### src/rtl/reg_file_pkg.sv
// Shared defaults for the parametrised configuration register file: widths,
// UART power-up configuration values and the default reset-value vector builder.
package reg_file_pkg;

  localparam int DATA_W_DEF = 8;
  localparam int ADD_W_DEF  = 4;

  localparam logic [7:0] CFG_UART_DEFAULT = 8'h81;
  localparam logic [7:0] CFG_DIV_DEFAULT  = 8'h20;

  // Wide enough for any practical DEPTH*DATA_W; callers cast down to their size.
  localparam int RST_VALS_MAX_W = 4096;

  function automatic logic [RST_VALS_MAX_W-1:0] default_rst_vals(input int depth, input int data_w);
    logic [RST_VALS_MAX_W-1:0] v;
    logic [7:0]                val;
    v = '0;
    for (int i = 0; i < depth; i++) begin
      val = (i == 2) ? CFG_UART_DEFAULT : (i == 3) ? CFG_DIV_DEFAULT : 8'h00;
      for (int b = 0; b < data_w; b++) begin
        if (b < 8 && (i * data_w + b) < RST_VALS_MAX_W) v[i*data_w+b] = val[b];
      end
    end
    return v;
  endfunction

endpackage

### src/rtl/reg_file_if.sv
// Controller-side bus of the configuration register file.
interface reg_file_if
  import reg_file_pkg::*;
#(
    parameter int DATA_W = DATA_W_DEF,
    parameter int ADD_W  = ADD_W_DEF
);
    // WrEn/RdEn are single-cycle request strobes with no back-pressure: every
    // strobe is consumed at the edge it is sampled, and a read answers with a
    // one-cycle RdData_Valid pulse a fixed RD_LAT cycles later.
    logic              WrEn;
    logic              RdEn;
    logic [ADD_W-1:0]  Address;
    logic [DATA_W-1:0] WrData;
    logic              Commit;
    logic [DATA_W-1:0] RdData;
    logic              RdData_Valid;
    logic              Err;

    modport master (
        output WrEn, RdEn, Address, WrData, Commit,
        input  RdData, RdData_Valid, Err
    );

    modport slave (
        input  WrEn, RdEn, Address, WrData, Commit,
        output RdData, RdData_Valid, Err
    );

endinterface

### src/rtl/reg_file_rd_pipe.sv
// Read-return pipeline: carries data/valid/err through RD_LAT (1 or 2) stages;
// the final data register holds its value between valid reads.
module reg_file_rd_pipe #(
    parameter int DATA_W = 8,
    parameter int RD_LAT = 1
) (
    input  logic              Clk,
    input  logic              RST,
    input  logic              in_valid,
    input  logic              in_err,
    input  logic [DATA_W-1:0] in_data,
    output logic              out_valid,
    output logic              out_err,
    output logic [DATA_W-1:0] out_data
);

    logic              s_valid;
    logic              s_err;
    logic [DATA_W-1:0] s_data;

    generate
        if (RD_LAT == 2) begin : g_stage
            always_ff @(posedge Clk or posedge RST) begin
                if (RST) begin
                    s_valid <= 1'b0;
                    s_err   <= 1'b0;
                    s_data  <= '0;
                end else begin
                    s_valid <= in_valid;
                    s_err   <= in_err;
                    s_data  <= in_data;
                end
            end
        end else begin : g_bypass
            assign s_valid = in_valid;
            assign s_err   = in_err;
            assign s_data  = in_data;
        end
    endgenerate

    always_ff @(posedge Clk or posedge RST) begin
        if (RST) begin
            out_valid <= 1'b0;
            out_err   <= 1'b0;
            out_data  <= '0;
        end else begin
            out_valid <= s_valid;
            out_err   <= s_err;
            if (s_valid) out_data <= s_data;
        end
    end

endmodule

### src/rtl/reg_file_param.sv
// Parametrised UART configuration register file with read-only mask and error pulses.
// Define REG_FILE_SHADOW_EN to drive RegOut from a Commit-updated shadow bank.
module reg_file_param
  import reg_file_pkg::*;
#(
    parameter int                       DATA_W     = DATA_W_DEF,
    parameter int                       ADD_W      = ADD_W_DEF,
    parameter int                       DEPTH      = 16,
    parameter int                       NUM_EXPORT = 4,
    parameter logic [DEPTH*DATA_W-1:0]  RST_VALS   = (DEPTH*DATA_W)'(default_rst_vals(DEPTH, DATA_W)),
    parameter logic [DEPTH-1:0]         RO_MASK    = '0,
    parameter int                       RD_LAT     = 1
) (
    input  logic                         Clk,
    input  logic                         RST,
    reg_file_if.slave                    bus,
    output logic [NUM_EXPORT*DATA_W-1:0] RegOut
);

    logic [DATA_W-1:0] mem [DEPTH];

    logic              addr_ok;
    logic              ro_hit;
    logic              wr_req;
    logic              rd_req;
    logic              both_req;
    logic              wr_ok;
    logic              wr_err;
    logic              rd_err;
    logic              wr_err_q;
    logic              pipe_err;
    logic [DATA_W-1:0] rd_word;

    // Address match by loop so an out-of-range address simply selects nothing.
    always_comb begin
        addr_ok  = 32'(bus.Address) < 32'(DEPTH);
        ro_hit   = 1'b0;
        rd_word  = '0;
        for (int i = 0; i < DEPTH; i++) begin
            if (bus.Address == ADD_W'(i)) begin
                ro_hit  = RO_MASK[i];
                rd_word = mem[i];
            end
        end
        wr_req   = bus.WrEn & ~bus.RdEn;
        rd_req   = bus.RdEn & ~bus.WrEn;
        both_req = bus.WrEn & bus.RdEn;
        wr_ok    = wr_req & addr_ok & ~ro_hit;
        wr_err   = both_req | (wr_req & ~(addr_ok & ~ro_hit));
        rd_err   = rd_req & ~addr_ok;
    end

    always_ff @(posedge Clk or posedge RST) begin
        if (RST) begin
            for (int i = 0; i < DEPTH; i++) mem[i] <= RST_VALS[i*DATA_W +: DATA_W];
            wr_err_q <= 1'b0;
        end else begin
            wr_err_q <= wr_err;
            if (wr_ok) begin
                for (int i = 0; i < DEPTH; i++) begin
                    if (bus.Address == ADD_W'(i)) mem[i] <= bus.WrData;
                end
            end
        end
    end

    reg_file_rd_pipe #(
        .DATA_W (DATA_W),
        .RD_LAT (RD_LAT)
    ) u_rd_pipe (
        .Clk       (Clk),
        .RST       (RST),
        .in_valid  (rd_req),
        .in_err    (rd_err),
        .in_data   (rd_word),
        .out_valid (bus.RdData_Valid),
        .out_err   (pipe_err),
        .out_data  (bus.RdData)
    );

    // Write errors surface one edge after the request, read errors with their
    // Valid; with RD_LAT=2 the two can coincide and are merged.
    assign bus.Err = wr_err_q | pipe_err;

`ifdef REG_FILE_SHADOW_EN
    logic [DATA_W-1:0] shadow [NUM_EXPORT];

    // Non-blocking copy captures mem as it was before this edge's write.
    always_ff @(posedge Clk or posedge RST) begin
        if (RST) begin
            for (int i = 0; i < NUM_EXPORT; i++) shadow[i] <= RST_VALS[i*DATA_W +: DATA_W];
        end else if (bus.Commit) begin
            for (int i = 0; i < NUM_EXPORT; i++) shadow[i] <= mem[i];
        end
    end

    for (genvar g = 0; g < NUM_EXPORT; g++) begin : g_export
        assign RegOut[g*DATA_W +: DATA_W] = shadow[g];
    end
`else
    logic unused_commit;
    assign unused_commit = bus.Commit;

    for (genvar g = 0; g < NUM_EXPORT; g++) begin : g_export
        assign RegOut[g*DATA_W +: DATA_W] = mem[g];
    end
`endif

endmodule

### src/flat_wrapper.sv
// flat-port wrapper written by rule: the top's interface ports become plain ports
module reg_file_param_flat import reg_file_pkg::*;
#(
    parameter int                       DATA_W     = DATA_W_DEF,
    parameter int                       ADD_W      = ADD_W_DEF,
    parameter int                       DEPTH      = 16,
    parameter int                       NUM_EXPORT = 4,
    parameter logic [DEPTH*DATA_W-1:0]  RST_VALS   = (DEPTH*DATA_W)'(default_rst_vals(DEPTH, DATA_W)),
    parameter logic [DEPTH-1:0]         RO_MASK    = '0,
    parameter int                       RD_LAT     = 1
)
  (Clk, RST, RegOut, bus_WrEn, bus_RdEn, bus_Address, bus_WrData, bus_Commit, bus_RdData, bus_RdData_Valid, bus_Err);
  reg_file_if #(.DATA_W(DATA_W), .ADD_W(ADD_W)) bus_i ();
  input  logic Clk;
  input  logic RST;
  output logic [NUM_EXPORT*DATA_W-1:0] RegOut;
  input wire logic [$bits(bus_i.WrEn)-1:0] bus_WrEn;
  input wire logic [$bits(bus_i.RdEn)-1:0] bus_RdEn;
  input wire logic [$bits(bus_i.Address)-1:0] bus_Address;
  input wire logic [$bits(bus_i.WrData)-1:0] bus_WrData;
  input wire logic [$bits(bus_i.Commit)-1:0] bus_Commit;
  output wire logic [$bits(bus_i.RdData)-1:0] bus_RdData;
  output wire logic [$bits(bus_i.RdData_Valid)-1:0] bus_RdData_Valid;
  output wire logic [$bits(bus_i.Err)-1:0] bus_Err;
  assign bus_i.WrEn = bus_WrEn;
  assign bus_i.RdEn = bus_RdEn;
  assign bus_i.Address = bus_Address;
  assign bus_i.WrData = bus_WrData;
  assign bus_i.Commit = bus_Commit;
  assign bus_RdData = bus_i.RdData;
  assign bus_RdData_Valid = bus_i.RdData_Valid;
  assign bus_Err = bus_i.Err;
  reg_file_param #(.DATA_W(DATA_W), .ADD_W(ADD_W), .DEPTH(DEPTH), .NUM_EXPORT(NUM_EXPORT), .RST_VALS(RST_VALS), .RO_MASK(RO_MASK), .RD_LAT(RD_LAT)) u_core (.Clk(Clk), .RST(RST), .bus(bus_i), .RegOut(RegOut));
endmodule
### config.mk
export PLATFORM = sky130hd
export DESIGN_NAME = reg_file_param_flat
export DESIGN_NICKNAME = d
export VERILOG_FILES = /design/src/rtl/reg_file_pkg.sv /design/src/rtl/reg_file_if.sv /design/src/rtl/reg_file_rd_pipe.sv /design/src/rtl/reg_file_param.sv /design/src/flat_wrapper.sv
export SDC_FILE = /design/constraint.sdc
export NUM_CORES = 1
export LEC_CHECK = 0
export ABC_AREA = 1
export CORE_UTILIZATION = 52
export DETAILED_ROUTE_END_ITERATION = 7
export GPL_ROUTABILITY_DRIVEN = 0
export PLACE_DENSITY = 0.81
export SLEW_MARGIN = 20
export SYNTH_ARGS = -nofsm -noshare
export SYNTH_HDL_FRONTEND = slang
export SYNTH_SLANG_ARGS = --single-unit
### constraint.sdc
create_clock -name Clk -period 4.4 [get_ports Clk]
set_input_delay 0.66 -clock Clk [delete_from_list [all_inputs] [get_ports Clk]]
set_output_delay 0.66 -clock Clk [all_outputs]
set_load 0.005 [all_outputs]
==> results of run 1 <==
==> where the power goes <==
group          internal (W)  total, W  switching (W)
sequential          0.00151   0.00167       0.000160
clock              0.000778   0.00133       0.000548
combinational      0.000254  0.000543       0.000289
==> path summary, 6_finish.rpt <==
kind | startpoint | to | slack (ns) | depth (start not counted)
max in group asynchronous | RST | u_core.mem[76]$_DFFE_PP0P_ | 2.74 | 3
min in group asynchronous | RST | u_core.mem[17]$_DFFE_PP0P_ | 0.80 | 2
setup / recovery | bus_Address[2] | u_core.u_rd_pipe.out_data[6]$_DFFE_PP0P_ | 1.66 | 12
hold reg to reg | u_core.mem[35]$_DFFE_PP0P_ | u_core.mem[35]$_DFFE_PP0P_ | 0.48 | 2
setup reg to reg | u_core.RegOut[1]$_DFFE_PP0P_ | u_core.u_rd_pipe.out_data[1]$_DFFE_PP0P_ | 2.61 | 10
hold / removal | u_core.mem[35]$_DFFE_PP0P_ | u_core.mem[35]$_DFFE_PP0P_ | 0.48 | 2
==> worst max-delay path: cells and delay by family <==
family	cells	cell delay [ns]
buffers and inverters	1	0.59
and+or+nand+nor	11	1.82
==> cell families (layout without fill, tap and decap cells) <==
kind of cell / Yosys count / in the layout / synth area share
AO/OA/AOI/OAI: 154 / 154 / 0.122
buffers and inverters: 116 / 146 / 0.0890
AND/OR/NAND/NOR: 360 / 360 / 0.242
flip-flops: 138 / 138 / 0.547
==> final cells by class <==
cell class / count / area (µm²) / share of cell area
multi-input combinational: 514 / 2300 / 0.315
tap: 143 / 179 / 0.0245
timing repair buffer: 60 / 606 / 0.0829
clock inverter: 14 / 125 / 0.0171
clock buffer: 18 / 429 / 0.0588
sequential: 138 / 3460 / 0.473
inverter: 54 / 205 / 0.0281
==> flip-flops by register name (all words and copies together), names as in the netlist <==
register and flops:
u_core.mem 96, u_core.RegOut 32, u_core.u_rd_pipe.out_data 8, u_core.u_rd_pipe.out_valid 1, u_core.wr_err_q 1
==> per-layer routing <==
metal	up-vias	share of wire	routed length, µm
li1	2486	-	-
met1	2607	0.41	6440
met2	257	0.49	7810
met3	47	0.065	1030
met4	0	0.032	503
met5	-	0	0
==> layout by cell type (no fill, tap or decap) <==
cell	instances
dfrtp_1	135
o21ai_1	7
nand2_2	2
buf_4	2
nor2_4	5
o21ai_0	122
inv_1	47
clkinv_2	4
clkdlybuf4s50_1	57
clkinvlp_4	3
nand2_1	249
nor2_2	11
inv_2	6
dfstp_2	3
or2_2	1
nand3_1	35
nand4_1	22
buf_12	1
a21oi_1	25
inv_6	2
clkinv_4	4
or2_0	1
nand2_4	1
nor2_1	33
clkbuf_16	17
bufinv_16	1
inv_4	1
clkbuf_1	1
==> through the flow <==
step                setup WS (ns)  cells  instance area, µm²  hold WS, ns
global route                 1.49    941                7300        0.494
detailed placement           1.35    909                6750        0.468
floorplan                  0.0488    768                6320        0.446
finish                       1.66    941                7300        0.484
CTS                          1.77    941                7300        0.482
global placement             1.42    909                6750        0.460
==> impl_summary.log, run 1 <==
[metrics] result of the run: finished, violations left
[metrics] violated checks: design-rule violations
[metrics] startpoint type of the worst setup path: input pin
[metrics] most common cell in the netlist: nand2_1
[metrics] Area growth syn-to-layout: 15.5%
[metrics] Setup Total Neg Slack: 0 ns
[metrics] CTS max path bufs: 2
[metrics] worst-path cell chain: clkdlybuf4s50_1 > nor2_2 > nand3_1 > nand3_1 > nor2_1 > nand4_1 > nand2_1 > nand4_1 > nor2_1 > nand4_1 > nand2_1 > nand2_1
[metrics] clock tree from TritonCTS: yes
[metrics] peak per-stage delay on the critical path: 0.78 ns
[metrics] fin. max-slew vios: 0
[metrics] worst-path cell with the longest stage delay: nor2_2
[metrics] via count: 5397
[metrics] count of standard-cell rows: 39
[metrics] peak supply drop: 0.240 mV
[metrics] share of the cycle needed by the critical path after routing: 0.622
[metrics] warnings from Yosys: 0
[metrics] cell count after synthesis: 768
[metrics] maximum number of pins on one net before global-route repair: 78
[metrics] DRC violation total after the first TritonRoute iteration: 654
[metrics] number of antenna violations at the first check in global routing: 0
[metrics] Global Route met1 Usage: 0.323
[metrics] Via density: 5.74
[metrics] total wirelength of the detailed-routed design: 15800 µm
[metrics] count of buffers inserted at the top-level ports: 57
[metrics] Die Outline Area: 12600 µm²
[metrics] routed wire length per instance: 16.8 µm
[metrics] part of the Yosys area used for sequential elements: 0.547
[metrics] area share of the leading cell type in the synthesized netlist: 0.534
[metrics] ratio of total power to cell area: 484 nW/µm²
[metrics] TritonCTS buffer count: 17
[metrics] Hold WC Path Type: register to register
[metrics] overflow left after global routing: 0
[metrics] overall power: 0.00354 W
[metrics] required time of the critical path: 4.75 ns
[metrics] cell area after synthesis: 6320 µm²
[metrics] vertical extent of the die: 112 µm
[metrics] fraction of the core area covered by cells at the end of the flow: 0.629
[metrics] Seq cells post-synth: 138
[metrics] initial standard-cell utilization of the core: 0.544
[metrics] share of post-route cells with drive strength above 1: 0.0802
[metrics] top cells by area, synth: dfrtp_1 (53%), nand2_1 (15%), o21ai_0 (9.7%)
[metrics] Max Fanout on Critical Path: 25
[metrics] GRT Util Overall: 0.263
[metrics] met3 track utilization from global routing: 0.0545
[metrics] remaining routing DRC violations: 9
[metrics] buffer type at the clock tree root: clkbuf_16
[metrics] antenna fix cells: 0
[metrics] unrepaired setup endpoints after global routing: no
[metrics] top_reg_cell synth: dfrtp_1
[metrics] most frequent cells after synthesis: nand2_1 (249), dfrtp_1 (135), o21ai_0 (122), inv_1 (48), nand3_1 (35)
[metrics] CTS sink cnt: 138
[metrics] share of synthesized flip-flops with an asynchronous set or reset: 1.00
[metrics] count of hold-fix buffers inserted at cts: 0
[metrics] Fillers: 908
[metrics] syn_nets: 785
[metrics] Top Ports: 59
[metrics] largest clock skew in the final design: 0.00541 ns
[metrics] half-perimeter wire length after detailed placement: 10300 µm
[metrics] Max transition margin: 0.345
[metrics] count of different cell masters after synthesis: 20
[metrics] clock-pin slew on the worst setup and hold paths: 0.06 ns
[metrics] nets: 802
[metrics] grt peak-use layer: met2
[metrics] number of enable flip-flop cells after synthesis: 0
[metrics] # H-tree levels: 4
[metrics] global routing usage on met2: 0.442
[metrics] router iterations before antenna repair: 8
[metrics] first-pass GRT wire length: 25400 µm
[metrics] core box area: 11600 µm²
[metrics] static power due to leakage: 3.35 nW
[metrics] final count of hold timing violations: 0
[metrics] leading area contributor after synthesis: dfrtp_1
[metrics] # Post-CTS Setup Buffers: 0
[metrics] Tmin final: 2.74 ns
[metrics] CP arrival: 3.09 ns
[metrics] crit path kind: input pin to register
[metrics] Final setup violation count: 0
[metrics] mean instance size in the synthesized netlist: 8.23 µm²
[metrics] number of global-route vias before repair: 5138
[metrics] Chip Width: 112 µm
[metrics] transition time of the tightest slew-check pin: 0.982 ns
[metrics] clock latency of the later-clocked register in the worst-skew pair: 0.41 ns
[metrics] Max Freq: 0.365 GHz
[metrics] number of maximum-capacitance constraint violations: 0
[metrics] Critical Path Sink Type: register
[metrics] remaining antenna violation count after routing: 0
[metrics] CTS-repair resized insts: 0
Note: power is estimated with default switching activity, not from simulation.
==> inputs of run 2 (changes only) <==
CORE_UTILIZATION = 57   (was 52)
PLACE_DENSITY = 0.84   (was 0.81)
clock period = 2.8 ns   (was 4.4 ns; I/O delays follow)
==> impl_summary.log, run 2 (synthesis gave the netlist of run 1 again) <==
[metrics] CTS-repair resized insts: 0 (unchanged)
[metrics] clock latency of the later-clocked register in the worst-skew pair: 0.54 ns (+0.13 ns)
[metrics] vertical extent of the die: 107 µm (-4.4%)
[metrics] count of standard-cell rows: 38 (-2.6%)
[metrics] Area growth syn-to-layout: 16.7%
[metrics] number of global-route vias before repair: 5167 (+0.56%)
[metrics] required time of the critical path: 3.23 ns (-1.52 ns)
[metrics] peak supply drop: 0.646 mV (+170%)
[metrics] maximum number of pins on one net before global-route repair: 41 (-47%)
[metrics] remaining routing DRC violations: 0 (-9)
[metrics] Top Ports: 59 (unchanged)
[metrics] Tmin final: 2.19 ns
[metrics] share of post-route cells with drive strength above 1: 0.0882 (+0.00800)
[metrics] total wirelength of the detailed-routed design: 15900 µm (+1.1%)
[metrics] worst slack after detailed placement: 0.151 ns (-1.20 ns)
[metrics] router iterations before antenna repair: 6 (-2)
[metrics] CP arrival: 2.62 ns (-0.47 ns)
[metrics] GRT Util Overall: 0.293 (+0.0302)
[metrics] TritonCTS buffer count: 17 (unchanged)
[metrics] crit path kind: input pin to register
[metrics] clock tree from TritonCTS: yes
[metrics] core box area: 10800 µm² (-6.7%)
[metrics] buffer type at the clock tree root: clkbuf_8
[metrics] antenna fix cells: 0 (unchanged)
[metrics] nets: 809 (+0.87%)
[metrics] Via density: 5.83 (+1.6%)
[metrics] clock-pin slew on the worst setup and hold paths: 0.06 ns (about the same)
[metrics] critical path launch point: bus_Address[1]
[metrics] most common cell after layout, fill and taps aside: nand2_1
[metrics] count of hold-fix buffers inserted at cts: 0 (unchanged)
[metrics] result of the run: complete, no violations
[metrics] CTS max path bufs: 2 (unchanged)
[metrics] worst hold slack after final layout: 0.376 ns (-0.108 ns)
[metrics] final count of hold timing violations: 0 (unchanged)
[metrics] Reg-to-Reg Start: u_core.RegOut[5]$_DFFE_PP0P_
[metrics] Hold WC Path Type: input pin to async pin
[metrics] Max Fanout on Critical Path: 7 (-72%)
[metrics] overflow left after global routing: 0 (unchanged)
[metrics] DRC violation total after the first TritonRoute iteration: 604 (-7.6%)
[metrics] first-pass GRT wire length: 25500 µm (+0.19%)
[metrics] number of antenna violations at the first check in global routing: 0 (unchanged)
[metrics] flip-flop count of the largest register after layout: 96 (unchanged)
[metrics] CTS sink cnt: 138 (unchanged)
[metrics] Setup Total Neg Slack: 0 ns (unchanged)
[metrics] fraction of the core area covered by cells at the end of the flow: 0.681 (+0.0520)
[metrics] transition time of the tightest slew-check pin: 0.792 ns (-0.190 ns)
[metrics] initial standard-cell utilization of the core: 0.583 (+0.0388)
[metrics] least setup slack across all paths after layout: 0.614 ns (-1.05 ns)
[metrics] Max transition margin: 0.471 (+0.126)
[metrics] share of the cycle needed by the critical path after routing: 0.781
[metrics] static power due to leakage: 3.38 nW (+1.1%)
[metrics] startpoint type of the worst setup path: input pin
[metrics] register with the highest flop count: u_core.mem
[metrics] half-perimeter wire length after detailed placement: 10400 µm (+0.32%)
[metrics] unrepaired setup endpoints after global routing: no
[metrics] largest clock skew in the final design: 0.00601 ns (+0.000608 ns)
[metrics] fin. max-slew vios: 0 (unchanged)
[metrics] Max Freq: 0.457 GHz
[metrics] via count: 5506 (+2.0%)
[metrics] routed wire length per instance: 16.9 µm (+0.64%)
[metrics] top library cells by usage in the layout, fill and taps aside: nand2_1 (249), dfrtp_1 (135), o21ai_0 (122), clkdlybuf4s50_1 (57), inv_1 (47)
[metrics] ratio of total power to cell area: 749 nW/µm² (+55%)
[metrics] # Post-CTS Setup Buffers: 0 (unchanged)
[metrics] # H-tree levels: 4 (unchanged)
[metrics] Chip Width: 107 µm (-4.4%)
[metrics] remaining antenna violation count after routing: 0 (unchanged)
[metrics] Die Outline Area: 11500 µm² (-8.6%)
[metrics] count of buffers inserted at the top-level ports: 57 (unchanged)
[metrics] Final setup violation count: 0 (unchanged)
[metrics] number of maximum-capacitance constraint violations: 0 (unchanged)
[metrics] Critical Path Sink Type: register
==> run 2: changes by cell type in the layout (fill, tap and decap cells not counted), moves of 2 or more <==
cell,delta
buf_12,+3
buf_4,+4
clkbuf_8,+2
clkinv_2,-4
clkinv_4,+2
==> run 2: worst max-delay path: stages <==
cell,delay (ns)
clkdlybuf4s50_1,0.54
nand2_1,0.27
nor2_1,0.14
inv_2,0.14
nor2_1,0.07
nor2_1,0.18
nand4_1,0.16
nand2_1,0.13
nand4_1,0.11
nor2_1,0.15
nand4_1,0.16
nand2_1,0.09
nand2_1,0.04
==> run 2: metrics by stage <==
stage	cells	area [µm²]	total power (W)
6_report	945	7380	0.00553
5_1_grt	945	7380	0.00575
4_1_cts	945	7380	0.00551
3_5_place_dp	913	6840	0.00348
3_3_place_gp	913	6840	0.00342
2_1_floorplan	768	6330	0.00314
==> run 2: area by class of cell <==
type | count | area (µm²)
Clock buffer | 19 | 432
Fill cell | 784 | 3460
Clock inverter | 13 | 113
Multi-Input combinational cell | 514 | 2300
Inverter | 54 | 206
Sequential cell | 138 | 3460
Timing Repair Buffer | 67 | 696
Tap cell | 140 | 175
==> run 2: report_power, final <==
| part | switching, W | leakage, nW | internal, W | total, W |
|---|---|---|---|---|
| combinational | 0.000459 | 1.34 | 0.000410 | 0.000868 |
| sequential | 0.000253 | 1.78 | 0.00237 | 0.00262 |
| clock | 0.000907 | 0.258 | 0.00113 | 0.00204 |
==> run 2: per-layer routing <==
| metal | wire length (µm) | global-route usage | vias up |
|---|---|---|---|
| met5 | 0 | 0 | - |
| met4 | 633 | 0.136 | 0 |
| met3 | 1410 | 0.0775 | 71 |
| met2 | 7730 | 0.473 | 323 |
| met1 | 6170 | 0.370 | 2603 |
| li1 | - | - | 2509 |
==> run 2: worst paths after layout <==
check | endpoint | slack (ns) | cells past startpoint
hold / removal | u_core.mem[69]$_DFFE_PP0P_ | 0.38 | 2
setup reg to reg | u_core.u_rd_pipe.out_data[5]$_DFFE_PP0P_ | 1.02 | 10
max in group asynchronous | u_core.RegOut[29]$_DFFE_PP1P_ | 1.73 | 3
setup / recovery | u_core.u_rd_pipe.out_data[5]$_DFFE_PP0P_ | 0.61 | 13
hold reg to reg | u_core.u_rd_pipe.out_data[7]$_DFFE_PP0P_ | 0.49 | 2
min in group Clk | u_core.wr_err_q$_DFF_PP0_ | 0.47 | 3
